==> src/rtl/uart_tx_scheduler.sv <==
// Round-robin arbiter feeding a single UART transmitter: one byte per frame,
// start bit, DATA_WIDTH data bits LSB first, one stop bit, OVERSAMPLE ticks per bit.
//
// state | meaning
// IDLE  | line high, waiting for any requester; grant happens in this cycle
// START | start bit (tx=0)
// DATA  | data bits, LSB first
// STOP  | stop bit (tx=1)
module uart_tx_scheduler #(
    parameter int NUM_REQ    = 4,
    parameter int DATA_WIDTH = 8,
    parameter int OVERSAMPLE = 16
) (
    input  logic                          clock,
    input  logic                          reset,
    input  logic                          sample_tick,
    input  logic [NUM_REQ-1:0]            req_valid,
    input  logic [NUM_REQ*DATA_WIDTH-1:0] req_data,
    output logic [NUM_REQ-1:0]            req_ready,
    output logic [$clog2(NUM_REQ)-1:0]    grant_id,
    output logic                          busy,
    output logic                          tx
);
    localparam int ID_W   = $clog2(NUM_REQ);
    localparam int TICK_W = $clog2(OVERSAMPLE);
    localparam int BIT_W  = (DATA_WIDTH > 1) ? $clog2(DATA_WIDTH) : 1;

    typedef enum logic [1:0] {IDLE, START, DATA, STOP} state_t;

    state_t                state;
    logic [ID_W-1:0]       pointer;
    logic [ID_W-1:0]       grant_idx;
    logic                  grant_found;
    logic [DATA_WIDTH-1:0] grant_data;
    logic [TICK_W-1:0]     tick_cnt;
    logic [BIT_W-1:0]      bit_idx;
    logic [DATA_WIDTH-1:0] shift_reg;
    logic [DATA_WIDTH-1:0] shift_nxt;
    logic                  grant;
    logic                  bit_end;

    // First valid requester at or after the pointer, wrapping modulo NUM_REQ.
    always_comb begin
        logic [ID_W:0] sum;
        grant_found = 1'b0;
        grant_idx   = '0;
        sum         = '0;
        for (int k = 0; k < NUM_REQ; k++) begin
            sum = {1'b0, pointer} + (ID_W+1)'(k);
            if (sum >= (ID_W+1)'(NUM_REQ))
                sum = sum - (ID_W+1)'(NUM_REQ);
            if (!grant_found && req_valid[sum[ID_W-1:0]]) begin
                grant_found = 1'b1;
                grant_idx   = sum[ID_W-1:0];
            end
        end
    end

    always_comb begin
        grant_data = '0;
        for (int i = 0; i < NUM_REQ; i++)
            if (ID_W'(i) == grant_idx)
                grant_data = req_data[i*DATA_WIDTH +: DATA_WIDTH];
    end

    // Ready is a same-cycle handshake with valid, so it is decoded, not registered.
    assign grant = (state == IDLE) && grant_found && !reset;

    always_comb begin
        req_ready = '0;
        if (grant)
            req_ready[grant_idx] = 1'b1;
    end

    assign bit_end   = sample_tick && (tick_cnt == TICK_W'(OVERSAMPLE - 1));
    assign shift_nxt = shift_reg >> 1;
    assign busy      = (state != IDLE);

    always_ff @(posedge clock) begin
        if (reset) begin
            state     <= IDLE;
            tx        <= 1'b1;
            grant_id  <= '0;
            pointer   <= '0;
            tick_cnt  <= '0;
            bit_idx   <= '0;
            shift_reg <= '0;
        end else begin
            if (state != IDLE && sample_tick)
                tick_cnt <= bit_end ? '0 : tick_cnt + 1'b1;
            case (state)
                IDLE: begin
                    tx <= 1'b1;
                    if (grant) begin
                        shift_reg <= grant_data;
                        grant_id  <= grant_idx;
                        pointer   <= (grant_idx == ID_W'(NUM_REQ - 1)) ? '0 : grant_idx + 1'b1;
                        tick_cnt  <= '0;
                        bit_idx   <= '0;
                        tx        <= 1'b0;
                        state     <= START;
                    end
                end
                START: begin
                    if (bit_end) begin
                        bit_idx <= '0;
                        tx      <= shift_reg[0];
                        state   <= DATA;
                    end
                end
                DATA: begin
                    if (bit_end) begin
                        if (bit_idx == BIT_W'(DATA_WIDTH - 1)) begin
                            tx    <= 1'b1;
                            state <= STOP;
                        end else begin
                            bit_idx   <= bit_idx + 1'b1;
                            shift_reg <= shift_nxt;
                            tx        <= shift_nxt[0];
                        end
                    end
                end
                STOP: begin
                    tx <= 1'b1;
                    if (bit_end)
                        state <= IDLE;
                end
                default: begin
                    tx    <= 1'b1;
                    state <= IDLE;
                end
            endcase
        end
    end
endmodule

==> config.mk <==
export PLATFORM = sky130hd
export DESIGN_NAME = uart_tx_scheduler
export DESIGN_NICKNAME = d
export VERILOG_FILES = /design/src/rtl/uart_tx_scheduler.sv
export SDC_FILE = /design/constraint.sdc
export NUM_CORES = 1
export LEC_CHECK = 0
export ABC_AREA = 1
export BUFFER_PORTS_ARGS = -buffer_cell sky130_fd_sc_hd__buf_2
export CAP_MARGIN = 0
export CORE_MARGIN = 4
export CORE_UTILIZATION = 36
export DETAILED_ROUTE_END_ITERATION = 10
export HOLD_SLACK_MARGIN = 0.06
export PLACE_DENSITY_LB_ADDON = 0.08
export SYNTH_ARGS = -nofsm -noshare
export SYNTH_HDL_FRONTEND = slang
export SYNTH_SLANG_ARGS = --single-unit
==> constraint.sdc <==
create_clock -name clock -period 3.3 [get_ports clock]
set_input_delay 0.165 -clock clock [delete_from_list [all_inputs] [get_ports clock]]
set_output_delay 0.165 -clock clock [all_outputs]
set_load 0.02 [all_outputs]
==> reports/results.md <==
| Item | Value | Unit |
|:---|:---|:---|
| Outcome | finished, final reports clean | - |
| Pins Over Slew Limit | 0 | - |
| CP startpoint kind | flip-flop | - |
| Cell types with the largest area share after synthesis | dfxtp_1 25%, nand2_1 17%, ha_1 7.9%, nor2_1 7.3%, nand3_1 6.9% | - |
| Peak supply drop | 0.478 | mV |
| Die area | 6040 | um2 |
| Commonest cells in the netlist | 79 x nand2_1, 34 x nor2_1, 24 x nand3_1 | - |
| Fin Setup TNS | 0 | ns |
| Total congestion overflow | 0 | - |
| Count of pins on the block boundary | 47 | - |
| Drt first pass iters | 4 | - |
| Minimum setup slack among reg-to-reg paths | 0.41 | ns |
| Height of the die | 77.7 | um |
| CTS tree | built | - |
| Register bit count reported by yosys | 22 | - |
| Number of flops mapped to enable cells by yosys | 0 | - |
| Count of cell types in the netlist | 31 | - |
| Syn. warnings | 0 | - |
| Leading area contributor after synthesis | dfxtp_1 | - |
| Kind of critical path | reg2reg | - |
| Top cell type's share of synthesized area | 25.2 | % |
| RSZ-0062 raised after global routing | false | - |
| Sequential area share after synthesis | 25.2 | % |
| Layout cells sized above 1 | 21.7 | % |
| Share of power burned in the clock network | 6.9 | % |
| Clock Root Buffer | clkbuf_8 | - |
| Worst-skew pair later-pin latency | 0.25 | ns |
| Final period utilization | 87.6 | % |
| Residual DRC | 0 | - |
| Max_slew headroom | 55.5 | % |
| Worst Setup Slack post-DPL | 0.432 | ns |
| Total leakage power | 0.00105 | uW |
| Flip-flop count of the largest register, all copies and words added | 8 | - |
| Cell with the most instances after synthesis | nand2_1 | - |
| Sink count of the clock tree | 22 | - |
| Internal power summed over all cells | 1070 | uW |
| Sequential power share | 16.7 | % |
| Setup violation total in the final timing report | 0 | - |
| Post-detailed-route wirelength per cell | 10.8 | um |
| Die Wd | 77.7 | um |
| Final GP Congestion | 0.798 | - |
| Critical Path Fanout Max | 10 | - |
| PostCTS Resize Cnt | 0 | - |
| Post-synthesis cell area | 1750 | um2 |
| Per-instance average area after synthesis | 6.41 | um2 |
| Power density cells | 1140 | nW/um2 |
| Starting utilization of the core area | 37.1 | % |
| Maximum number of pins on one net before global-route repair | 23 | - |
| Transition time at the pin with the least slew margin | 0.667 | ns |
| Final Util | 43.4 | % |
| Routed vias | 1768 | - |
| Global-route wire length before repair | 7040 | um |
| Setup fix buffers added after clock tree synthesis | 0 | - |
| Clock input transition at the sequential cells of the worst setup and hold paths | 0.07 | ns |
| Overall track demand over capacity in global routing | 13.6 | % |
| Post-route worst setup slack | 0.408 | ns |
| CTS Hold Bufs | 0 | - |
| Core region area | 4720 | um2 |
| CP Data Required Time | 3.50 | ns |
| Standard-cell rows | 25 | - |
| Hold crit path type | in2reg | - |
| Number of clock buffers inserted by TritonCTS | 3 | - |
| Total net switching power | 1270 | uW |
| Async set or reset register ratio after synthesis | 0 | % |
| Worst path arrival time | 3.09 | ns |
| Post-detailed-route via-to-cell ratio | 4.65 | - |
| Combinational Power Share | 76.4 | % |
| Clock tree skew after final layout | 0.00240 | ns |
| Max capacitance violation total | 0 | - |
| # H-tree levels | 1 | - |
| Maximum frequency from static timing analysis | 346 | MHz |
| Worst setup EP type | flip-flop | - |
| Number of nets in the layout | 365 | - |
| Count of buffers inserted at the top-level ports | 46 | - |
| Vias in the first global route | 1608 | - |
| Antenna diode instance count | 0 | - |
| Net Count, Synth | 323 | - |
| Final worst path period need | 2.89 | ns |
| Post-route antenna net violation count | 0 | - |
| Post-detail-place hpwl | 3270 | um |
| Area growth, synth to finish | 17.2 | % |
| Number of antenna violations at the first check in global routing | 0 | - |
| Final-report hold violation count | 0 | - |
| Iter 0 DRT Violations | 58 | - |
| Net Sw Frac | 54.3 | % |
| Main synth FF type | dfxtp_1 | - |
| Drt total wl | 4120 | um |
| Synthesized instance count | 273 | - |
| Buffer depth of the longest clock path | 2 | - |
-- path summary, 6_finish.rpt --
kind,from,endpoint,depth (start not counted)
setup / recovery,pointer[0],shift_reg[6],20
hold / removal,reset,grant_id[1],4
setup reg to reg,pointer[0],shift_reg[6],20
hold reg to reg,grant_id[1],grant_id[1],2
-- routing by layer --
metal	wire length, um	up-vias	GRT usage [%]
met1	2100	755	18.4
met3	250	4	2.67
li1	-	972	-
met4	33	0	4.09
met2	1730	37	21.7
met5	0	-	0
-- critical path, stage by stage, from the launching register on --
cell and delay [ns]:
dfxtp_1 0.31, inv_1 0.16, nand2_1 0.14, nand3_2 0.12, nand2_2 0.10, nor2_8 0.14, nand2_1 0.09, nand2_1 0.07
nand2_1 0.04, nand3_1 0.14, inv_1 0.10, ha_1 0.32, nor2_1 0.40, nand2_1 0.09, nand2_1 0.07, o211ai_1 0.10
nand3_1 0.09, o21ai_0 0.09, nand3_1 0.10, nand2_1 0.06, nor2_1 0.10
-- area by class of cell --
type	count	area (um2)
well taps	67	83.8
repair buffers	47	238
fillers	520	2670
clock buffers	3	41.3
inverters	25	93.8
multi-input cells	216	1150
flip-flops and latches	22	440
-- kinds of logic after synthesis --
kind of cell | synth area share [%]
AO/OA/AOI/OAI | 16.2
XOR/XNOR | 1.50
adder cells (fa/ha/maj) | 7.86
buffers and inverters | 8.93
flip-flops | 25.2
AND/OR/NAND/NOR | 40.4
-- power by group through the flow --
stage	logic (uW)	clock network, uW	registers (uW)
2_1_floorplan	1480	0	404
3_3_place_gp	1810	0	398
3_5_place_dp	1800	0	398
4_1_cts	1800	169	392
5_1_grt	2060	177	401
6_report	1790	161	392
-- placed cells by master (no fill, tap or decap) --
cell | synthesis | final
xnor2_1 | 1 | 1
nand2_1 | 79 | 79
inv_2 | 3 | 3
o21ai_0 | 12 | 12
a21boi_0 | 1 | 1
buf_2 | 2 | 46
o21ai_1 | 2 | 2
o21a_1 | 1 | 1
clkbuf_8 | 0 | 3
nand2_4 | 5 | 5
nand3_2 | 2 | 2
a22oi_1 | 1 | 1
ha_1 | 11 | 11
o211ai_1 | 8 | 8
a21oi_1 | 21 | 21
nor2_4 | 1 | 1
nor2_8 | 1 | 1
nand4_1 | 3 | 3
nor2_1 | 34 | 34
a211oi_1 | 1 | 1
inv_1 | 21 | 21
nand2_2 | 3 | 3
a21oi_2 | 1 | 1
o21ai_2 | 1 | 1
buf_4 | 2 | 1
xor2_1 | 2 | 2
dfxtp_1 | 22 | 22
clkinv_1 | 1 | 1
nand3_1 | 24 | 24
nand3_4 | 1 | 1
-- metrics by stage --
step           hold WS [ns]  total power (uW)  instance area (um2)  cells
3_3_place_gp          0.438              2200                 2010    377
3_5_place_dp          0.443              2190                 2010    377
4_1_cts               0.224              2360                 2050    380
5_1_grt               0.258              2630                 2050    380
2_1_floorplan         0.319              1880                 1750    273
6_report              0.228              2340                 2050    380
Note: power is estimated with default switching activity, not from simulation.
